==> src/rtl/hsv_core_pkg.sv <==
// Shared core types: register/word types and the issue-stage request and
// result records passed between decode, the scoreboard and dispatch.
package hsv_core_pkg;

  localparam int unsigned XLEN            = 32;
  localparam int unsigned NUM_REGS        = 32;
  // Widest micro-op payload an issue slot can carry; narrower payloads are
  // zero-extended into it.
  localparam int unsigned ISSUE_PAYLOAD_W = 64;

  typedef logic [4:0]      reg_addr;
  typedef logic [XLEN-1:0] word;

  // Decoded instruction waiting for its operands.
  typedef struct packed {
    reg_addr                    rs1;
    reg_addr                    rs2;
    reg_addr                    rd;
    logic                       uses_rs1;
    logic                       uses_rs2;
    logic                       rd_write;
    logic [ISSUE_PAYLOAD_W-1:0] payload;
  } issue_req_t;

  // Operand-complete instruction handed to execution.
  typedef struct packed {
    word                        rs1_data;
    word                        rs2_data;
    reg_addr                    rd;
    logic                       rd_write;
    logic [ISSUE_PAYLOAD_W-1:0] payload;
  } issue_out_t;

endpackage

==> src/rtl/hsv_core_issue_busy_table.sv <==
// Per-register pending-write bitmap. Set (issue of a writer) beats clear
// (writeback) on the same register; x0 can never be busy.
module hsv_core_issue_busy_table
  import hsv_core_pkg::*;
(
  input  logic                clk,
  input  logic                rst_n,
  input  logic                clear_all_i,
  input  logic                set_en_i,
  input  reg_addr             set_addr_i,
  input  logic                clr_en_i,
  input  reg_addr             clr_addr_i,
  input  reg_addr             rs1_addr_i,
  input  reg_addr             rs2_addr_i,
  input  reg_addr             rd_addr_i,
  output logic                rs1_busy_o,
  output logic                rs2_busy_o,
  output logic                rd_busy_o,
  output logic [NUM_REGS-1:0] busy_o
);

  logic [NUM_REGS-1:0] busy_q, busy_d;

  // Next bitmap: clear, then set so that set wins, then flush and x0 override.
  // NOTE: every always_comb output gets a full default first, so no path can infer a latch.
  always_comb begin
    busy_d = busy_q;
    if (clr_en_i) busy_d[clr_addr_i] = 1'b0;
    if (set_en_i) busy_d[set_addr_i] = 1'b1;
    if (clear_all_i) busy_d = '0;
    busy_d[0] = 1'b0;
  end

  // Bitmap register.
  // NOTE: the bitmap is 32 flops, not a RAM, so it is safe and cheap to reset as a whole.
  always_ff @(posedge clk or negedge rst_n) begin
    if (!rst_n) busy_q <= '0;
    else        busy_q <= busy_d;
  end

  assign rs1_busy_o = busy_q[rs1_addr_i];
  assign rs2_busy_o = busy_q[rs2_addr_i];
  assign rd_busy_o  = busy_q[rd_addr_i];
  assign busy_o     = busy_q;

endmodule

==> src/rtl/hsv_core_issue_scoreboard.sv <==
// Issue stage: holds one decoded instruction, stalls it on RAW/WAW hazards
// against the busy bitmap, reads operands from the regfile (forwarding a
// same-cycle writeback) and hands it to execution through a registered
// valid/ready slot. The writeback stream passes straight to the regfile.
module hsv_core_issue_scoreboard
  import hsv_core_pkg::*;
#(
  parameter int unsigned PAYLOAD_W = 64,   // must not exceed ISSUE_PAYLOAD_W
  parameter bit          BYPASS_EN = 1'b1
) (
  input  logic                 clk_core,
  input  logic                 rst_n,
  input  logic                 flush,
  input  logic                 in_valid,
  output logic                 in_ready,
  input  reg_addr              in_rs1_addr,
  input  reg_addr              in_rs2_addr,
  input  logic                 in_uses_rs1,
  input  logic                 in_uses_rs2,
  input  reg_addr              in_rd_addr,
  input  logic                 in_rd_write,
  input  logic [PAYLOAD_W-1:0] in_payload,
  output reg_addr              rs1_addr,
  output reg_addr              rs2_addr,
  input  word                  rs1_data,
  input  word                  rs2_data,
  input  logic                 wb_valid,
  input  reg_addr              wb_addr,
  input  word                  wb_data,
  output logic                 wr_en,
  output reg_addr              wr_addr,
  output word                  wr_data,
  output logic                 out_valid,
  input  logic                 out_ready,
  output word                  out_rs1_data,
  output word                  out_rs2_data,
  output reg_addr              out_rd_addr,
  output logic                 out_rd_write,
  output logic [PAYLOAD_W-1:0] out_payload
);

  issue_req_t          hold_q, hold_d;
  logic                hold_valid_q;
  issue_out_t          out_q, out_d;
  logic                out_valid_q;
  logic                rs1_busy, rs2_busy, rd_busy;
  logic [NUM_REGS-1:0] busy_vec;
  logic                rs1_wbhit, rs2_wbhit;
  logic                raw_rs1, raw_rs2, waw, hazard, fire, accept;

  assign hold_d = '{rs1:      in_rs1_addr,
                    rs2:      in_rs2_addr,
                    rd:       in_rd_addr,
                    uses_rs1: in_uses_rs1,
                    uses_rs2: in_uses_rs2,
                    rd_write: in_rd_write,
                    payload:  ISSUE_PAYLOAD_W'(in_payload)};

  // Writeback pass-through; x0 is never written.
  assign wr_en   = wb_valid && (wb_addr != '0);
  assign wr_addr = wb_addr;
  assign wr_data = wb_data;

  // Unused sources read x0 so the regfile returns zero.
  assign rs1_addr = hold_q.uses_rs1 ? hold_q.rs1 : '0;
  assign rs2_addr = hold_q.uses_rs2 ? hold_q.rs2 : '0;

  // A same-cycle writeback resolves a source hazard when bypass is on. The
  // x0 guard keeps a stray writeback to x0 from leaking into an operand.
  assign rs1_wbhit = BYPASS_EN && wb_valid && (wb_addr == hold_q.rs1) && (hold_q.rs1 != '0);
  assign rs2_wbhit = BYPASS_EN && wb_valid && (wb_addr == hold_q.rs2) && (hold_q.rs2 != '0);

  assign raw_rs1 = hold_q.uses_rs1 && (hold_q.rs1 != '0) && rs1_busy && !rs1_wbhit;
  assign raw_rs2 = hold_q.uses_rs2 && (hold_q.rs2 != '0) && rs2_busy && !rs2_wbhit;
  // The new writer re-sets busy[rd] over the retiring one, so WAW clears
  // on a matching writeback regardless of bypass.
  assign waw     = hold_q.rd_write && (hold_q.rd != '0) && rd_busy &&
                   !(wb_valid && (wb_addr == hold_q.rd));
  assign hazard  = hold_valid_q && (raw_rs1 || raw_rs2 || waw);

  assign fire     = hold_valid_q && !hazard && (!out_valid_q || out_ready) && !flush;
  assign in_ready = !flush && (!hold_valid_q || fire);
  assign accept   = in_valid && in_ready;

  // Operand selection for the instruction leaving the hold register.
  always_comb begin
    out_d          = '0;
    out_d.rd       = hold_q.rd;
    out_d.rd_write = hold_q.rd_write;
    out_d.payload  = hold_q.payload;
    if (hold_q.uses_rs1) out_d.rs1_data = rs1_wbhit ? wb_data : rs1_data;
    if (hold_q.uses_rs2) out_d.rs2_data = rs2_wbhit ? wb_data : rs2_data;
  end

  // Hold register: loads on accept, empties on fire or flush.
  // NOTE: state is updated with <= so every flop samples pre-edge values regardless of block order.
  always_ff @(posedge clk_core or negedge rst_n) begin
    if (!rst_n) begin
      hold_valid_q <= 1'b0;
      hold_q       <= '0;
    end else begin
      if (flush)       hold_valid_q <= 1'b0;
      else if (accept) hold_valid_q <= 1'b1;
      else if (fire)   hold_valid_q <= 1'b0;
      if (accept) hold_q <= hold_d;
    end
  end

  // Output slot: loads on fire, drains on out_ready, data frozen while stalled.
  always_ff @(posedge clk_core or negedge rst_n) begin
    if (!rst_n) begin
      out_valid_q <= 1'b0;
      out_q       <= '0;
    end else begin
      if (flush)          out_valid_q <= 1'b0;
      else if (fire)      out_valid_q <= 1'b1;
      else if (out_ready) out_valid_q <= 1'b0;
      if (fire) out_q <= out_d;
    end
  end

  hsv_core_issue_busy_table u_busy (
    .clk         (clk_core),
    .rst_n       (rst_n),
    .clear_all_i (flush),
    .set_en_i    (fire && hold_q.rd_write && (hold_q.rd != '0)),
    .set_addr_i  (hold_q.rd),
    .clr_en_i    (wb_valid),
    .clr_addr_i  (wb_addr),
    .rs1_addr_i  (hold_q.rs1),
    .rs2_addr_i  (hold_q.rs2),
    .rd_addr_i   (hold_q.rd),
    .rs1_busy_o  (rs1_busy),
    .rs2_busy_o  (rs2_busy),
    .rd_busy_o   (rd_busy),
    .busy_o      (busy_vec)
  );

  // A writeback should only ever retire a register that was marked pending.
  assert property (@(posedge clk_core) disable iff (!rst_n)
                   (wb_valid && (wb_addr != '0)) |-> busy_vec[wb_addr]);

  assign out_valid    = out_valid_q;
  assign out_rs1_data = out_q.rs1_data;
  assign out_rs2_data = out_q.rs2_data;
  assign out_rd_addr  = out_q.rd;
  assign out_rd_write = out_q.rd_write;
  assign out_payload  = out_q.payload[PAYLOAD_W-1:0];

endmodule
==> config.mk <==
export PLATFORM = sky130hd
export DESIGN_NAME = hsv_core_issue_scoreboard
export DESIGN_NICKNAME = d
export VERILOG_FILES = /design/src/rtl/hsv_core_pkg.sv /design/src/rtl/hsv_core_issue_busy_table.sv /design/src/rtl/hsv_core_issue_scoreboard.sv
export SDC_FILE = /design/constraint.sdc
export NUM_CORES = 1
export LEC_CHECK = 0
export CORE_ASPECT_RATIO = 1.75
export CORE_MARGIN = 2
export CORE_UTILIZATION = 40
export CTS_CLUSTER_DIAMETER = 40
export DETAILED_ROUTE_END_ITERATION = 16
export PLACE_DENSITY = 0.73
export SYNTH_ARGS = -nofsm -noshare
export SYNTH_HDL_FRONTEND = slang
export SYNTH_SLANG_ARGS = --single-unit
==> constraint.sdc <==
create_clock -name clk_core -period 4.7 [get_ports clk_core]
set_clock_uncertainty 0.2 [all_clocks]
set_input_delay 0.47 -clock clk_core [delete_from_list [all_inputs] [get_ports clk_core]]
set_output_delay 0.47 -clock clk_core [all_outputs]
set_load 0.01 [all_outputs]
======== After elaboration in Yosys (flattened, before gate mapping) ========
Cells that the tools add are included.
W data, S select, Z words.
storage, ports and cells
  bits of input ports ..................... 189
  output and inout bits ................... 184
  flip-flop bits (word level) ............. 249
  word-level logic and storage cells ...... 94
cells by class
  $lt $le $gt $ge ......................... 6
  equality and inequality tests ........... 3
  reduce and logical (&&, ||, !) cells .... 42
  mux-type cells .......................... 25
  bitwise logic cells ..................... 3
operators by type and width
  cell                  number
  $mux W32              7
  $and A32 B32 Y32      1
  $not A32 Y32          1
  $or A32 B32 Y32       1
  $logic_and A1 B1 Y1   25
  $lt A5 B6 Y1 const B  4
  $reduce_bool A5 Y1    4
  $bmux W1 S5           3
  $eq A5 B5 Y1          3
  $mux W1               11
  $demux W1 S5          2
  $ge A5 B1 Y1 const B  2
  $mux W5               2
  $logic_not A1 Y1      7
  $reduce_bool A3 Y1    2
  $logic_or A1 B1 Y1    4

======== Longest topological paths before layout ========
Gate-level depths: netlist of run 1.
  word-level depth ........................ 17
  mapped depth ............................ 12
  mapped depth without buffers ............ 7

======== Modules after synthesis ========
A second synthesis of run 1 with hierarchy kept.
unflattened totals
  cell total of the unflattened synthesis .. 976
  area, all modules ....................... 12014.0 um^2
modules (own cells, without submodules)
  module                     area each (um^2)  times used  cells each  seq. area each (um^2)
  hsv_core_issue_scoreboard  9679.3            1           709         5455.2
  hsv_core_issue_busy_table  2334.7            1           267         775.7

======== Worst setup path before layout of run 1 ========
OpenSTA, ideal clock, no wires.
  path type ............................... reg-to-reg
  start point ............................. register hold_q[67] in the netlist's numbering
  end point ............................... register out_q (netlist bit out_payload[10])
  arrival time ............................ 2.767 ns
  library setup time ...................... 0.127 ns
  stages on the path, launching flop included .. 12
  buffers on the path ..................... 5
  required time ........................... 4.373 ns
  period minus slack after synthesis ...... 3.095 ns
  setup slack ............................. 1.605 ns
  path through ............................ dfrtp_1 -> buf_4 -> buf_1 -> mux4_2 -> o2bb2ai_1 -> o31ai_2 -> and4_4 -> and2_1 -> buf_2 -> buf_8 -> buf_6 -> mux2_1
between the ends
  longest elaborated chain between the ends .. 10
  elaborated cells between the ends (all ways) .. 15
  those cells by class .................... 1 x eq/ne; 2 x mux; 12 x reduce/logical
RTL lines
  item                                                         RTL line                                                          text
  start, declared                                              hsv_core_issue_scoreboard.sv:42                                   issue_req_t hold_q, hold_d;
  start signal, assigned                                       hsv_core_issue_scoreboard.sv:105                                  if (accept) hold_q <= hold_d;
  $bmux W1 S5, or another cell as far along                    hsv_core_issue_busy_table.sv:43                                   assign rd_busy_o = busy_q[rd_addr_i];
  $mux W1 (not written as such), or another cell as far along  hsv_core_issue_busy_table.sv:43
  $logic_and A1 B1 Y1 or $logic_not A1 Y1 (tied branches)      hsv_core_issue_scoreboard.sv:77, hsv_core_issue_scoreboard.sv:78
  $logic_and A1 B1 Y1 (*)                                      hsv_core_issue_scoreboard.sv:77                                   assign waw = hold_q.rd_write && (hold_q.rd != '0) && rd_busy &&
  $logic_or A1 B1 Y1 (*)                                       hsv_core_issue_scoreboard.sv:79                                   assign hazard = hold_valid_q && (raw_rs1 || raw_rs2 || waw);
  $logic_and A1 B1 Y1 (*)                                      hsv_core_issue_scoreboard.sv:79
  $logic_not A1 Y1 (*)                                         hsv_core_issue_scoreboard.sv:81                                   assign fire = hold_valid_q && !hazard && (!out_valid_q || out_ready) && !flush;
  $logic_and A1 B1 Y1 (*) (3 in a row)                         hsv_core_issue_scoreboard.sv:81
  end signal, assigned                                         hsv_core_issue_scoreboard.sv:118                                  if (fire) out_q <= out_d;
  end, declared                                                hsv_core_issue_scoreboard.sv:44                                   issue_out_t out_q, out_d;
Every way passes the cells marked *; elsewhere a longest branch is shown, timed or not. The select of a mux whose other input is x is not followed.
A chain may end at the register's enable or synchronous reset.

======== Worst setup path after layout of run 1 ========
  start point ............................. register hold_q[68] in the netlist's numbering
  end point ............................... output in_ready
between the ends
  longest elaborated chain between the ends .. 12
  elaborated cells between the ends (all ways) .. 17
  those cells by class .................... 1 x eq/ne; 2 x mux; 14 x reduce/logical
RTL lines
  item                                                         RTL line                                                          text
  $bmux W1 S5, or another cell as far along                    hsv_core_issue_busy_table.sv:43
  $mux W1 (not written as such), or another cell as far along  hsv_core_issue_busy_table.sv:43
  $logic_and A1 B1 Y1 or $logic_not A1 Y1 (tied branches)      hsv_core_issue_scoreboard.sv:77, hsv_core_issue_scoreboard.sv:78
  $logic_and A1 B1 Y1 (*)                                      hsv_core_issue_scoreboard.sv:77
  $logic_or A1 B1 Y1 (*)                                       hsv_core_issue_scoreboard.sv:79
  $logic_and A1 B1 Y1 (*)                                      hsv_core_issue_scoreboard.sv:79
  $logic_not A1 Y1 (*)                                         hsv_core_issue_scoreboard.sv:81
  $logic_and A1 B1 Y1 (*) (3 in a row)                         hsv_core_issue_scoreboard.sv:81
  $logic_or A1 B1 Y1 (*)                                       hsv_core_issue_scoreboard.sv:82                                   assign in_ready = !flush && (!hold_valid_q || fire);
  $logic_and A1 B1 Y1 (*)                                      hsv_core_issue_scoreboard.sv:82
  end, declared                                                hsv_core_issue_scoreboard.sv:15                                   output logic in_ready,
Marked as above.

==> results of run 1 <==
final timing paths:
| kind | endpoint | slack (ps) | depth (start not counted) |
|---|---|---|---|
| min reg2reg | out_payload[29]$_DFFE_PN0P_ | 280 | 1 |
| min in group clk_core | out_payload[29]$_DFFE_PN0P_ | 280 | 1 |
| min | hold_q[60]$_DFFE_PN0P_ | 280 | 2 |
| max reg2reg | hold_q[72]$_DFFE_PN0P_ | 910 | 8 |
| max in group asynchronous | hold_q[54]$_DFFE_PN0P_ | 2890 | 3 |
| max | in_ready | 330 | 8 |
worst max-delay path, delay by kind of cell, from the launching register on:
kind,cells,cell delay [ps]
compound gates,4,900
buf+inv,1,580
flops,1,880
mux,1,440
simple gates,2,340
power groups by stage:
stage                     Sequential (mW)  Combinational [mW]  Clock [mW]
final                                3.73                3.85        2.53
after detailed placement             3.77                3.89           0
after floorplan                      3.73                1.87           0
after global placement               3.72                3.83           0
after CTS                            3.74                3.91        2.60
after global routing                 3.85                4.10        2.69
state kept, by name, indices dropped and copies added, names as in the netlist:
register	cells
out_valid	1
out_rs1_data	32
out_rs2_data	32
hold_valid_q	1
out_payload	64
out_rd_addr	5
u_busy.busy_o	31
hold_q	82
out_rd_write	1
metrics by stage:
step,utilization,power (mW),hold WS [ps],setup slack (ps)
floorplan,-,5.59,-25.6,1610
global placement,0.534,7.55,266,720
detailed placement,0.534,7.65,274,796
CTS,0.571,10.2,274,341
global route,0.571,10.6,287,156
finish,0.571,10.1,279,326
Yosys cell counts, types with 16 or more instances:
cell type,n
mux4_2,19
buf_2,19
mux2_2,121
mux2i_1,72
buf_4,40
clkbuf_1,31
dfrtp_1,249
nor2_1,46
nor2b_1,36
nand3_1,19
o211ai_1,17
mux2_1,97
nand2_1,27
o31ai_1,16
kinds of logic (layout without fill, tap and decap cells):
kind of cell | Yosys count | after routing | synth area share
AOI/OAI and AO/OA | 72 | 72 | 0.0468
DFF | 249 | 249 | 0.512
xor gates and xnor gates | 15 | 15 | 0.0108
other | 0 | 1 | 0
muxes | 309 | 309 | 0.296
buffers and inverters | 116 | 464 | 0.0573
and+or+nand+nor | 178 | 178 | 0.0767
per-layer routing:
metal,GRT usage,routed length [um],up-vias
li1,-,-,3993
met1,0.228,12400,4451
met2,0.412,19400,383
met3,0.0423,2410,83
met4,0.0979,1460,0
met5,0,0,-
cell type report:
class / instances / share of cell area
Inverter: 12 / 0.00263
Sequential cell: 249 / 0.364
Timing Repair Buffer: 395 / 0.232
Multi-Input combinational cell: 574 / 0.308
Tap cell: 387 / 0.0283
Clock inverter: 21 / 0.0166
Clock buffer: 36 / 0.0482
Antenna cell: 1 / 0.000146
repair_timing:
| item | in CTS | in global routing |
|---|---|---|
| hold endpoints to repair | 81 | 0 |
| hold buffers | 1 | 0 |
| buffers inserted | 0 | 0 |
layout by cell type, fill, tap and decap left out, drive strengths merged, types with 3 or more instances in the layout:
master         instances
mux2                 218
nor4                   5
nand3                 19
o41ai                 14
bufinv                 5
clkinv                11
a21oi                  3
clkbuf                36
or3b                   3
mux4                  19
mux2i                 72
inv                   16
xnor2                  3
o31ai                 17
or2                    4
nor2b                 36
nor3                   4
and2                  11
nor2                  46
a31o                   4
xor2                  12
nand2                 27
buf                   23
dfrtp                249
o211ai                17
a31oi                  3
and3                   4
nand3b                 6
clkdlybuf4s50        371
nor3b                  5
==> impl_metrics.prom, run 1 <==
# TYPE chip_impl_metric gauge
chip_impl_info{name="outcome",value="completed"} 1
chip_impl_metric{name="period_share",unit=""} 0.931
chip_impl_metric{name="synth-async-reset-ratio",unit=""} 1.00
chip_impl_metric{name="detailedRoute.firstPassIterationCount",unit=""} 5
chip_impl_info{name="critical_path.startpoint_type",value="register"} 1
chip_impl_info{name="tritoncts_clock_tree",value="built"} 1
chip_impl_metric{name="global_route.overflow_total",unit=""} 0
chip_impl_metric{name="max_cap_violations",unit=""} 0
chip_impl_metric{name="fmax",unit="GHz"} 0.229
chip_impl_metric{name="postRouteWirelength",unit="um"} 35600
chip_impl_info{name="dominantRegCellSynth",value="dfrtp_1"} 1
chip_impl_metric{name="place.port_buffers",unit=""} 372
chip_impl_metric{name="avgSynthCellArea",unit="um^2"} 13.0
chip_impl_metric{name="top_level_ports",unit=""} 373
chip_impl_metric{name="syn-num-nets",unit=""} 1128
chip_impl_metric{name="slew_headroom",unit=""} 0.447
chip_impl_metric{name="post-place-cells",unit=""} 1616
chip_impl_metric{name="totalNegativeSetupSlack",unit="ps"} 0
chip_impl_metric{name="pins_over_slew_limit",unit=""} 0
chip_impl_metric{name="die_area",unit="um^2"} 31900
chip_impl_metric{name="clk_pin_slew_worst_paths",unit="ps"} 50
chip_impl_metric{name="syn_inst",unit=""} 939
chip_impl_metric{name="maximum_number_of_pins_on_one_net_before_global_route_repair",unit=""} 114
chip_impl_metric{name="power.sequential.fraction",unit=""} 0.369
chip_impl_metric{name="postCtsResizedCells",unit=""} 0
chip_impl_metric{name="worst_ir_drop_vdd",unit="mV"} 0.391
chip_impl_metric{name="power_frac_comb",unit=""} 0.381
chip_impl_metric{name="seq_area_frac_synth",unit=""} 0.512
chip_impl_metric{name="h-tree-depth",unit=""} 1
chip_impl_metric{name="wire_length_of_the_first_global_routing_pass",unit="um"} 53900
chip_impl_metric{name="power.switching",unit="mW"} 3.28
chip_impl_info{name="synthDominantAreaCellType",value="dfrtp_1"} 1
chip_impl_metric{name="floorplan.initialDensity",unit=""} 0.406
chip_impl_info{name="grt_setup_unrepaired",value="no"} 1
chip_impl_metric{name="detail_route.wl_per_cell",unit="um"} 21.3
chip_impl_metric{name="final_hold_vios",unit=""} 0
chip_impl_metric{name="final_cell_area",unit="um^2"} 17100
chip_impl_metric{name="routabilityCongestion",unit=""} 0.925
chip_impl_metric{name="synth_seq_cells",unit=""} 249
chip_impl_metric{name="flow.area_growth_from_synthesis",unit="%"} 40.7
chip_impl_metric{name="finalCriticalPeriod",unit="ps"} 4370
chip_impl_metric{name="pwr_density_cell",unit="nW/um^2"} 591
chip_impl_metric{name="ctsLongestPathBuffers",unit=""} 3
chip_impl_info{name="worst_setup_path_end_kind",value="output port"} 1
chip_impl_metric{name="grt_pass1_vias",unit=""} 9413
chip_impl_metric{name="vias_per_cell",unit=""} 5.32
chip_impl_metric{name="synth_warnings",unit=""} 0
chip_impl_metric{name="gr-usage-all-layers",unit=""} 0.218
chip_impl_metric{name="drc_errors",unit=""} 0
chip_impl_metric{name="routed-via-count",unit=""} 8910
chip_impl_metric{name="regArea",unit="um^2"} 6230
chip_impl_metric{name="postPlaceCellArea",unit="um^2"} 16000
chip_impl_metric{name="cp.arrival",unit="ps"} 3700
chip_impl_metric{name="cts.sink_count",unit=""} 249
chip_impl_metric{name="chipHeight",unit="um"} 235
chip_impl_info{name="synth.area.top_cells",value="dfrtp_1 51%, mux2_2 11%, mux2_1 9.0%"} 1
chip_impl_metric{name="worst-slew-pin-transition",unit="ps"} 830
chip_impl_metric{name="sw_frac_of_total",unit=""} 0.324
chip_impl_info{name="clock_tree.root_cell",value="clkbuf_16"} 1
chip_impl_metric{name="drt_first_iter_violations",unit=""} 366
chip_impl_metric{name="inserted_clock_buffers",unit=""} 31
chip_impl_metric{name="num-nets-final",unit=""} 1452
chip_impl_metric{name="clock_network_fraction_of_design_power",unit=""} 0.251
chip_impl_metric{name="synthDistinctLibCells",unit=""} 56
chip_impl_metric{name="p_int",unit="mW"} 6.84
chip_impl_metric{name="cpPeakStageDelay",unit="ps"} 880
chip_impl_info{name="worst_hold_path_type",value="in -> async"} 1
chip_impl_info{name="crit_slowest_cell",value="dfrtp_1"} 1
chip_impl_metric{name="worst_skew_pair.late_latency",unit="ps"} 570
chip_impl_metric{name="multi_input_area",unit="um^2"} 5270
chip_impl_metric{name="detailed_place_hpwl",unit="um"} 25800
chip_impl_info{name="critical_path_cell_list",value="mux4_2 > a22o_1 > a311o_1 > o31ai_2 > and2_1 > a31o_2 > and2_1 > clkdlybuf4s50_1"} 1
chip_impl_info{name="critical_path_class",value="reg -> out"} 1
chip_impl_metric{name="total_leakage_power",unit="nW"} 6.91
chip_impl_metric{name="die_width",unit="um"} 136
chip_impl_metric{name="setup-violations-final",unit=""} 0
chip_impl_metric{name="finish.cell_count_without_fillers",unit=""} 1675
chip_impl_metric{name="core_area",unit="um^2"} 30000
chip_impl_metric{name="yosys.area.top_type_share",unit=""} 0.512
chip_impl_info{name="cp-startpoint",value="hold_q[68]$_DFFE_PN0P_"} 1
chip_impl_metric{name="std_cell_rows",unit=""} 84
chip_impl_metric{name="critPathRequiredTime",unit="ps"} 4030
chip_impl_metric{name="fraction_of_layout_cells_with_a_size_suffix_above_1",unit=""} 0.181
chip_impl_info{name="r2r-start",value="hold_q[68]$_DFFE_PN0P_"} 1
chip_impl_info{name="crit_top_cell",value="and2_1"} 1
chip_impl_metric{name="critPathMaxFanout",unit=""} 20
chip_impl_metric{name="antenna_violations_before_repair",unit=""} 1
chip_impl_metric{name="synth_enable_flop_cells",unit=""} 0
chip_impl_metric{name="drt.antenna.violating_nets",unit=""} 0
chip_impl_metric{name="n_fill_cell",unit=""} 2536
chip_impl_metric{name="synth.cell_area",unit="um^2"} 12200
Note: power is estimated with default switching activity, not from simulation.
==> run 2: changes to the inputs <==
--- a/config.mk
+++ b/config.mk
@@ -13,4 +13,5 @@
 export PLACE_DENSITY = 0.73
 export SYNTH_ARGS = -nofsm -noshare
 export SYNTH_HDL_FRONTEND = slang
+export SYNTH_HIERARCHICAL = 1
 export SYNTH_SLANG_ARGS = --single-unit
==> impl_metrics.prom, run 2 <==
# TYPE chip_impl_metric gauge
chip_impl_info{name="outcome",value="completed"} 1
chip_impl_metric{name="totalNegativeSetupSlack",unit="ps"} 0
chip_impl_metric{name="worst_skew_pair.late_latency",unit="ps"} 540
chip_impl_info{name="critical_path_class",value="reg -> out"} 1
chip_impl_metric{name="final_hold_vios",unit=""} 0
chip_impl_metric{name="vias_per_cell",unit=""} 5.49
chip_impl_metric{name="cp_num_buf_inv",unit=""} 1
chip_impl_info{name="most_used_cells_in_the_layout_excluding_fill_and_tap_cells",value="371 x clkdlybuf4s50_1, 249 x dfrtp_1, 144 x mux2_2"} 1
chip_impl_metric{name="critPathMaxFanout",unit=""} 12
chip_impl_metric{name="avgSynthCellArea",unit="um^2"} 12.3
chip_impl_metric{name="total_power",unit="mW"} 9.19
chip_impl_metric{name="cp.arrival",unit="ps"} 3610
chip_impl_metric{name="flow.area_growth_from_synthesis",unit="%"} 38.9
chip_impl_metric{name="global_route.overflow_total",unit=""} 0
chip_impl_metric{name="detailed_place_hpwl",unit="um"} 27200
chip_impl_metric{name="floorplan.initialDensity",unit=""} 0.407
chip_impl_metric{name="antenna_violations_before_repair",unit=""} 3
chip_impl_metric{name="routed-via-count",unit=""} 9320
chip_impl_metric{name="chipHeight",unit="um"} 233
chip_impl_metric{name="num-nets-final",unit=""} 1483
chip_impl_metric{name="n_fill_cell",unit=""} 2520
chip_impl_metric{name="worst_ir_drop_vdd",unit="mV"} 0.321
chip_impl_metric{name="inserted_clock_buffers",unit=""} 29
chip_impl_metric{name="h-tree-depth",unit=""} 1
chip_impl_metric{name="cts.sink_count",unit=""} 249
chip_impl_metric{name="detail_route.wl_per_cell",unit="um"} 22.2
chip_impl_metric{name="slew_headroom",unit=""} 0.196
chip_impl_info{name="layout.cells.most_common",value="clkdlybuf4s50_1"} 1
chip_impl_metric{name="syn_inst",unit=""} 974
chip_impl_metric{name="drt.antenna.violating_nets",unit=""} 0
chip_impl_metric{name="syn-num-nets",unit=""} 1163
chip_impl_metric{name="routabilityCongestion",unit=""} 0.860
chip_impl_metric{name="fraction_of_layout_cells_with_a_size_suffix_above_1",unit=""} 0.171
chip_impl_metric{name="postCtsResizedCells",unit=""} 0
chip_impl_metric{name="postRouteWirelength",unit="um"} 37800
chip_impl_metric{name="core_area",unit="um^2"} 29500
chip_impl_info{name="critical_path.startpoint_type",value="register"} 1
chip_impl_metric{name="grt_pass1_vias",unit=""} 9561
chip_impl_metric{name="cpPeakStageDelay",unit="ps"} 660
chip_impl_metric{name="largest_reg_flops",unit=""} 82
chip_impl_metric{name="regArea",unit="um^2"} 6230
chip_impl_info{name="clock_tree.root_cell",value="clkbuf_16"} 1
chip_impl_info{name="worst_hold_path_type",value="reg -> reg"} 1
chip_impl_info{name="crit_slowest_cell",value="clkdlybuf4s50_1"} 1
chip_impl_metric{name="critPathRequiredTime",unit="ps"} 4030
chip_impl_metric{name="ctsLongestPathBuffers",unit=""} 3
chip_impl_metric{name="worst-slew-pin-transition",unit="ps"} 1200
chip_impl_metric{name="wire_length_of_the_first_global_routing_pass",unit="um"} 56500
chip_impl_metric{name="detailedRoute.firstPassIterationCount",unit=""} 5
chip_impl_metric{name="top_level_ports",unit=""} 373
chip_impl_info{name="grt_setup_unrepaired",value="no"} 1
chip_impl_metric{name="period_share",unit=""} 0.910
chip_impl_metric{name="pins_over_slew_limit",unit=""} 0
chip_impl_info{name="cp-startpoint",value="hold_q[77]$_DFFE_PN0P_"} 1
chip_impl_metric{name="std_cell_rows",unit=""} 83
chip_impl_info{name="crit_top_cell",value="o211ai_1"} 1
chip_impl_metric{name="clk_pin_slew_worst_paths",unit="ps"} 60
chip_impl_info{name="tritoncts_clock_tree",value="built"} 1
chip_impl_info{name="cpLargestDelayFamily",value="compound AO/OA/AOI/OAI gates"} 1
chip_impl_info{name="worst_setup_path_end_kind",value="output port"} 1
chip_impl_info{name="largest_register",value="hold_q"} 1
chip_impl_metric{name="max_cap_violations",unit=""} 0
chip_impl_metric{name="die_area",unit="um^2"} 31500
chip_impl_metric{name="total_leakage_power",unit="nW"} 6.64
chip_impl_metric{name="multi_input_area",unit="um^2"} 5120
chip_impl_metric{name="synth.cell_area",unit="um^2"} 12000
chip_impl_info{name="critical_path_cell_list",value="mux4_2 > nand2b_1 > o211ai_1 > nand4_1 > o211ai_1 > o21bai_2 > nand4_4 > a21oi_1 > clkdlybuf4s50_1"} 1
chip_impl_metric{name="gr-usage-all-layers",unit=""} 0.234
chip_impl_metric{name="fmax",unit="GHz"} 0.234
chip_impl_metric{name="setup-violations-final",unit=""} 0
chip_impl_info{name="r2r-start",value="hold_q[77]$_DFFE_PN0P_"} 1
chip_impl_metric{name="drc_errors",unit=""} 0
chip_impl_metric{name="place.port_buffers",unit=""} 372
chip_impl_metric{name="synth_warnings",unit=""} 6
chip_impl_metric{name="maximum_number_of_pins_on_one_net_before_global_route_repair",unit=""} 94
chip_impl_metric{name="finalCriticalPeriod",unit="ps"} 4280
chip_impl_metric{name="pwr_density_cell",unit="nW/um^2"} 551
chip_impl_info{name="hold_sp",value="hold_q[27]$_DFFE_PN0P_"} 1
chip_impl_metric{name="die_width",unit="um"} 135
chip_impl_metric{name="drt_first_iter_violations",unit=""} 569
[run 2: per-layer routing]
metal | part of all wire | global-route usage | vias to the layer above | routed length [um]
li1 | - | - | 4176 | -
met1 | 0.35 | 0.253 | 4680 | 13100
met2 | 0.55 | 0.446 | 377 | 20800
met3 | 0.057 | 0.0362 | 85 | 2170
met4 | 0.044 | 0.102 | 2 | 1670
met5 | 0.00034 | 0 | - | 13
[run 2: path summary, 6_finish.rpt]
check                                              endpoint  slack, ps  cells past startpoint
min in group asynchronous       out_payload[21]$_DFFE_PN0P_        360                      2
worst max register to register  out_payload[54]$_DFFE_PN0P_        890                      9
max in group asynchronous       u_busy/busy_o[10]$_DFF_PN0_       2900                      3
worst min register to register       hold_q[27]$_DFFE_PN0P_        280                      1
worst max-delay path                               in_ready        420                      9
worst min-delay path                 hold_q[27]$_DFFE_PN0P_        280                      1
[run 2: worst reg2reg max path: stages (launching register included)]
cell	delay (ps)
dfrtp_1	620
mux4_2	550
nand2b_1	150
o211ai_1	140
nand4_1	120
o211ai_1	110
o21bai_2	180
nand4_4	200
nor2_4	960
mux2_2	460
[run 2: cell type report]
cell class / instances / share of cell area
sequential: 249 / 0.374
antenna: 2 / 0.000300
multi-input combinational: 619 / 0.307
clock buffer: 39 / 0.0482
timing repair buffer: 391 / 0.235
tap: 382 / 0.0287
clock inverter: 12 / 0.00698
inverter: 4 / 0.000900
[run 2: metrics by stage]
stage	area (um^2)	hold WS, ps	setup WS [ps]	std cells	util
finish	16700	285	422	1698	0.565
global route	16700	311	247	1697	0.565
CTS	16700	288	395	1696	0.565
detailed placement	15700	275	824	1644	0.534
global placement	15700	265	824	1644	0.534
floorplan	12000	-25.6	1310	974	-
[run 2: where the power goes]
group          internal, mW  total, mW  switching (mW)
Clock                  1.22       2.14           0.915
Sequential             2.91       3.46           0.558
Combinational          2.03       3.59            1.56
[run 2: repair_timing]
action,CTS,global route
hold buffers,1,0
endpoints found under the setup margin,0,0
hold endpoints to repair,89,0
buffers inserted,0,0
